--- src/rtl/matrix_stim_gen.sv ---
// matrix_stim_gen
//   Drives a programmed bit sequence onto one selected fabric pin, holding
//   each symbol for HOLD cycles, and on the last cycle of every symbol
//   compares one selected observation pin against the programmed expected
//   bit, counting mismatches (saturating).
// Ports
//   clk, rst_n            : clock, synchronous active-low reset
//   pat_we/addr/wdata     : pattern memory write ({exp, stim} per symbol)
//   len, pin_sel, obs_sel, loop : run setup, latched on an accepted start
//   start, stop           : one-cycle run / abort requests
//   obs                   : fabric pin readback
//   drv, drv_oe           : pin drive value / one-hot enable while running
//   busy, done            : running flag / completion pulse
//   err_cnt, step_idx     : mismatch count / current symbol index
module matrix_stim_gen #(
    parameter int NPIN  = 4,
    parameter int NOBS  = 5,
    parameter int DEPTH = 32,
    parameter int HOLD  = 30,
    parameter int AW    = $clog2(DEPTH)
) (
    input  logic                    clk,
    input  logic                    rst_n,
    input  logic                    pat_we,
    input  logic [AW-1:0]           pat_addr,
    input  logic [1:0]              pat_wdata,
    input  logic [AW:0]             len,
    input  logic [$clog2(NPIN)-1:0] pin_sel,
    input  logic [$clog2(NOBS)-1:0] obs_sel,
    input  logic                    loop,
    input  logic                    start,
    input  logic                    stop,
    input  logic [NOBS-1:0]         obs,
    output logic [NPIN-1:0]         drv,
    output logic [NPIN-1:0]         drv_oe,
    output logic                    busy,
    output logic                    done,
    output logic [15:0]             err_cnt,
    output logic [AW-1:0]           step_idx
);
    localparam int HW = $clog2(HOLD);
    localparam int PW = $clog2(NPIN);
    localparam int OW = $clog2(NOBS);

    typedef enum logic [1:0] {IDLE, DRIVE, DONE} state_t;
    state_t state_q, state_d;

    // Pattern memory: not reset, so a program survives rst_n.
    logic [1:0] mem [DEPTH];

    logic [AW:0]   len_q;
    logic [PW-1:0] pin_q;
    logic [OW-1:0] obs_q;
    logic          loop_q;
    logic [HW-1:0] hold_q;
    // Current symbol {exp, stim}. Loaded when the symbol starts, so symbol 0
    // is captured on the start edge before a same-cycle write lands.
    logic [1:0]    cur_q;

    logic          start_ok, last_cyc, last_sym;
    logic          load, sample, adv;
    logic [AW-1:0] nxt_idx;
    logic [NPIN-1:0] pin_oh;

    assign start_ok = start && (len != '0) && (len <= (AW+1)'(DEPTH));
    assign last_cyc = (hold_q == HW'(HOLD - 1));
    assign last_sym = ({1'b0, step_idx} == len_q - 1'b1);
    assign nxt_idx  = last_sym ? '0 : step_idx + 1'b1;
    assign pin_oh   = NPIN'(1) << pin_q;

    always_ff @(posedge clk) begin
        if (!rst_n) state_q <= IDLE;
        else        state_q <= state_d;
    end

    always_comb begin
        state_d = state_q;
        load    = 1'b0;
        sample  = 1'b0;
        adv     = 1'b0;
        case (state_q)
            IDLE: if (start_ok) begin
                state_d = DRIVE;
                load    = 1'b1;
            end
            DRIVE: begin
                // stop wins over a sample on the same edge
                if (stop) begin
                    state_d = IDLE;
                end else if (last_cyc) begin
                    sample = 1'b1;
                    if (!last_sym || loop_q) adv = 1'b1;
                    else                     state_d = DONE;
                end
            end
            DONE:    state_d = IDLE;
            default: state_d = IDLE;
        endcase
    end

    always_ff @(posedge clk) begin
        if (pat_we && state_q != DRIVE) mem[pat_addr] <= pat_wdata;
    end

    always_ff @(posedge clk) begin
        if (!rst_n) begin
            len_q    <= '0;
            pin_q    <= '0;
            obs_q    <= '0;
            loop_q   <= 1'b0;
            hold_q   <= '0;
            cur_q    <= '0;
            err_cnt  <= '0;
            step_idx <= '0;
        end else if (load) begin
            len_q    <= len;
            pin_q    <= pin_sel;
            obs_q    <= obs_sel;
            loop_q   <= loop;
            hold_q   <= '0;
            cur_q    <= mem[0];
            err_cnt  <= '0;
            step_idx <= '0;
        end else if (state_q == DRIVE && !stop) begin
            hold_q <= last_cyc ? '0 : hold_q + 1'b1;
            if (sample && (obs[obs_q] != cur_q[1]) && (err_cnt != 16'hFFFF))
                err_cnt <= err_cnt + 16'd1;
            if (adv) begin
                step_idx <= nxt_idx;
                cur_q    <= mem[nxt_idx];
            end
        end
    end

    assign busy   = (state_q == DRIVE);
    assign done   = (state_q == DONE);
    assign drv_oe = busy ? pin_oh : '0;
    assign drv    = (busy && cur_q[0]) ? pin_oh : '0;
endmodule
--- config.mk ---
export PLATFORM = sky130hd
export DESIGN_NAME = matrix_stim_gen
export DESIGN_NICKNAME = d
export VERILOG_FILES = /design/src/rtl/matrix_stim_gen.sv
export SDC_FILE = /design/constraint.sdc
export NUM_CORES = 1
export LEC_CHECK = 0
export ABC_AREA = 1
export CAP_MARGIN = 20
export CORE_MARGIN = 2
export CORE_UTILIZATION = 55
export CTS_BUF_LIST = sky130_fd_sc_hd__clkbuf_4 sky130_fd_sc_hd__clkbuf_8
export CTS_CLUSTER_SIZE = 20
export DETAILED_ROUTE_END_ITERATION = 10
export PLACE_DENSITY = 0.88
export SKIP_CTS_REPAIR_TIMING = 1
export SLEW_MARGIN = 30
export SYNTH_ARGS = -nofsm -noshare
export SYNTH_HDL_FRONTEND = slang
export SYNTH_SLANG_ARGS = --single-unit
--- constraint.sdc ---
create_clock -name clk -period 2.9 [get_ports clk]
set_clock_uncertainty 0.15 [all_clocks]
set_input_delay 0.29 -clock clk [delete_from_list [all_inputs] [get_ports clk]]
set_output_delay 0.29 -clock clk [all_outputs]
set_load 0.01 [all_outputs]
==> impl_results.rst <==
.. list-table::
   :header-rows: 1

   * - Metric
     - Value
   * - Critical Path AT
     - 2.69 ns
   * - Pre-CTS WS
     - 0.355 ns
   * - Layout cells sized above 1
     - 8.08%
   * - Worst hold slack across all endpoints
     - 0.334 ns
   * - Number of distinct standard cells referenced by the synthesized netlist
     - 38
   * - Multi-input gate area
     - 0.00207 mm²
   * - Combined flip-flop and latch cell area
     - 0.00276 mm²
   * - Count of mapped cells out of synthesis
     - 617
   * - Slew at the pin closest to its max-slew limit
     - 0.509 ns
   * - Kind of launch point of the worst setup path
     - flip-flop
   * - Via total after detailed routing
     - 4515
   * - Maximum fanout along the worst path
     - 36
   * - Latest clock arrival within the worst-skew pair
     - 0.38 ns
   * - Iteration-0 DRC count of the detailed router
     - 328
   * - CP top delay family
     - simple AND/OR/NAND/NOR gates
   * - Number of synthesis warnings
     - 0
   * - Synthesis-to-layout area growth
     - 16.6%
   * - TritonCTS clock tree
     - done
   * - Setup violations, final
     - 0
   * - Total congestion overflow after global routing
     - 0
   * - Antenna violations before repair
     - 0
   * - Data required, critical path
     - 3.01 ns
   * - Largest voltage drop on the vdd net
     - 0.000253 V
   * - Ant. Diodes
     - 0
   * - Placed wire-length estimate after detailed placement
     - 8760 µm
   * - Mapped Nets
     - 651
   * - Total design power
     - 2.74 mW
   * - Die height
     - 102 µm
   * - Leakage power figure
     - 2.32 nW
   * - Vias in the first global route
     - 4295
   * - Clock transition at the registers of the reported paths
     - 0.10 ns
   * - Effective utilization at floorplan
     - 57.1%
   * - Max-capacitance violation count
     - 0
   * - Share of the cycle needed by the critical path after routing
     - 88.8%
   * - Filler Cells Inserted
     - 714
   * - First-pass GRT wire length
     - 19900 µm
   * - Core footprint
     - 0.00928 mm²
   * - Final Critical Period
     - 2.58 ns
   * - Reg2Reg Setup Slack
     - 0.32 ns
   * - Unrepaired setup endpoints after global routing
     - false
   * - Cell repeated most along the worst path
     - sky130_fd_sc_hd__nand3_1
   * - Launch point of the worst path
     - len_q[0]$_SDFFE_PN0P_
   * - Launching point of the worst reg2reg path
     - len_q[0]$_SDFFE_PN0P_
   * - Stage delay of the slowest cell on the critical path
     - 0.37 ns
   * - Number of I/O pins
     - 60
   * - CTS Buffer Depth
     - 2
   * - Post-synthesis cell area
     - 0.00530 mm²
   * - Final setup slack of the worst path
     - 0.325 ns
   * - Most used cells in the layout excluding fill and tap cells
     - sky130_fd_sc_hd__nand3_1 (95), sky130_fd_sc_hd__inv_1 (89), sky130_fd_sc_hd__nand2_1 (80)
   * - Remaining antenna violation count after routing
     - 0
   * - Synthesis-stage register bit count
     - 106
   * - Aggregate negative setup slack
     - 0 ns
   * - Horizontal die dimension
     - 102 µm
   * - Cell depth of the worst flop-to-flop path
     - 15
   * - Type of the tightest min-delay check
     - reg -> reg
   * - Critical-path cell list
     - inv_2 -> ha_1 -> xnor2_1 -> nor2_2 -> nand2_2 -> nor2_4 -> nand2_8 -> nand2_2 -> nand2_1 -> nand3_1 -> nand3_1 -> nand3_1 -> nand3_1 -> nand3_1 -> a21oi_1
   * - Number of cells in the design after placement
     - 794
   * - Layout Utilization
     - 66.6%
   * - Total detailed-routing wirelength
     - 12100 µm
   * - Depth of the CTS H-tree
     - 3
   * - Post-DP Area
     - 0.00598 mm²
   * - Average cell area after synthesis
     - 8.60 µm²
   * - Category of the most critical setup path
     - reg -> reg
   * - Final Slew Violations
     - 0
   * - Port Buffer Count
     - 59
   * - Initial DRT Pass Iterations
     - 5
   * - Total global routing track utilization
     - 24.4%
   * - Post-route insts no fill
     - 810
   * - Post-route standard cell area excluding fillers
     - 0.00618 mm²
   * - Gp weighted congestion
     - 1.01
   * - Net count of the finished layout
     - 710
   * - Run status
     - complete, no violations
   * - PD cells
     - 444 mW/mm²
   * - Critical path buffers and inverters
     - 1
   * - Stages on the worst setup path
     - 15
   * - Largest net degree at the start of global routing
     - 37
   * - Die outline area
     - 0.0104 mm²
   * - Sequential-to-total area share from yosys stat
     - 52.1%
   * - CTS sink cnt
     - 106
   * - End point of the critical path
     - cur_q[0]$_SDFFE_PN0P_
   * - Source of the worst hold timing path
     - obs_q[2]$_SDFFE_PN0P_
   * - Clock root cell
     - sky130_fd_sc_hd__clkbuf_8
   * - Post-detailed-route via-to-cell ratio
     - 5.57
   * - Worst reg2reg endpoint
     - cur_q[0]$_SDFFE_PN0P_
   * - Average wire per standard cell
     - 14.9 µm
   * - Most frequent standard cell in the layout excluding fill and tap cells
     - sky130_fd_sc_hd__nand3_1
   * - Critical path's slowest cell
     - sky130_fd_sc_hd__dfxtp_1
   * - Final Hold Vio Count
     - 0
   * - Max-slew headroom at the worst pin
     - 65.9%
   * - Number of buffers added by the clock tree synthesis step
     - 9
   * - Floorplan row count
     - 35
   * - CP Capture Type
     - flip-flop
   * - Highest clock frequency the design can meet
     - 388 MHz
   * - Total DRC errors in the routed layout
     - 0
## flip-flops by register name (all words and copies together) (netlist names)
| signal | flops |
|---|---|
| err_cnt | 16 |
| cur_q | 2 |
| obs_q | 3 |
| hold_q | 5 |
| len_q | 6 |
| pin_q | 2 |
| loop_q | 1 |
| state_q | 2 |
| step_idx | 5 |
| mem | 64 |
## report_power, final
part           switching (mW)  internal, mW  total (mW)
sequential             0.0141          1.61        1.63
clock                   0.556         0.343       0.899
combinational           0.132        0.0840       0.216
## cell usage after synthesis
cell type | n | area [µm²]
sky130_fd_sc_hd__a21oi_1 | 30 | 150
sky130_fd_sc_hd__a31oi_1 | 1 | 6.26
sky130_fd_sc_hd__nand2_4 | 1 | 11.3
sky130_fd_sc_hd__nand2_2 | 2 | 12.5
sky130_fd_sc_hd__o2111ai_2 | 1 | 15.0
sky130_fd_sc_hd__xor2_1 | 10 | 87.6
sky130_fd_sc_hd__inv_1 | 89 | 334
sky130_fd_sc_hd__nor2_4 | 3 | 33.8
sky130_fd_sc_hd__buf_1 | 2 | 7.51
sky130_fd_sc_hd__nor3_2 | 1 | 10.0
sky130_fd_sc_hd__nand3_1 | 95 | 475
sky130_fd_sc_hd__nand3b_1 | 12 | 90.1
sky130_fd_sc_hd__o22ai_1 | 1 | 6.26
sky130_fd_sc_hd__or2_2 | 11 | 68.8
sky130_fd_sc_hd__clkbuf_1 | 7 | 26.3
sky130_fd_sc_hd__nor2_2 | 5 | 31.3
sky130_fd_sc_hd__o41ai_1 | 1 | 8.76
sky130_fd_sc_hd__o21ai_0 | 28 | 140
sky130_fd_sc_hd__nor2_1 | 72 | 270
sky130_fd_sc_hd__edfxtp_1 | 64 | 1920
sky130_fd_sc_hd__a22oi_1 | 1 | 7.51
sky130_fd_sc_hd__xnor2_1 | 4 | 35.0
sky130_fd_sc_hd__o21ai_1 | 1 | 5.00
sky130_fd_sc_hd__inv_2 | 6 | 22.5
sky130_fd_sc_hd__ha_1 | 5 | 62.6
sky130_fd_sc_hd__or2_1 | 1 | 6.26
sky130_fd_sc_hd__nand4_2 | 1 | 12.5
sky130_fd_sc_hd__nand2_1 | 80 | 300
sky130_fd_sc_hd__nor3_1 | 15 | 75.1
sky130_fd_sc_hd__nand4_1 | 6 | 37.5
sky130_fd_sc_hd__nor4_1 | 3 | 18.8
sky130_fd_sc_hd__o2111ai_1 | 4 | 35.0
sky130_fd_sc_hd__buf_4 | 3 | 22.5
sky130_fd_sc_hd__dfxtp_1 | 42 | 841
sky130_fd_sc_hd__buf_6 | 4 | 45.0
sky130_fd_sc_hd__buf_8 | 1 | 15.0
sky130_fd_sc_hd__a211oi_1 | 2 | 15.0
sky130_fd_sc_hd__nand2_8 | 2 | 40.0
## area by class of cell
class | count | area share, %
clock buffers | 9 | 2.00
clock inverters | 7 | 1.19
inverters | 95 | 5.77
multi-input cells | 399 | 33.5
flip-flops and latches | 106 | 44.7
well taps | 129 | 2.61
repair buffers | 65 | 10.3
## kinds of logic after synthesis
group / Yosys count / share of synthesized area, %
compound gates: 70 / 7.34
xor+xnor: 14 / 2.31
fa+ha+maj: 5 / 1.18
buf+inv: 112 / 8.92
flops: 106 / 52.1
simple gates: 310 / 28.2
## per-layer routing
| layer | up-vias | GRT usage [%] | wire length, µm |
|---|---|---|---|
| li1 | 2178 | - | - |
| met1 | 2102 | 31.3 | 4970 |
| met2 | 215 | 41.2 | 5980 |
| met3 | 20 | 5.20 | 933 |
| met4 | 0 | 8.10 | 229 |
| met5 | - | 0 | 0 |
## worst min-delay path, delay by kind of cell, from the launching register on
family          cells  cell delay (ns)
compound gates      1             0.06
buf+inv             1             0.06
flops               1             0.32
## worst min-delay path by stage
stage / endpoint / slack, ns / depth (start not counted)
final: obs_q[2]$_SDFFE_PN0P_ / 0.33 / 2
after global routing: loop_q$_SDFFE_PN0P_ / 0.36 / 2
after CTS: obs_q[2]$_SDFFE_PN0P_ / 0.34 / 2
after detailed placement: obs_q[2]$_SDFFE_PN0P_ / 0.32 / 2
after global placement: obs_q[2]$_SDFFE_PN0P_ / 0.31 / 2
after floorplan: mem[0][0]$_DFFE_PP_ / 0.24 / 0
(Power assumes the default switching activity.)
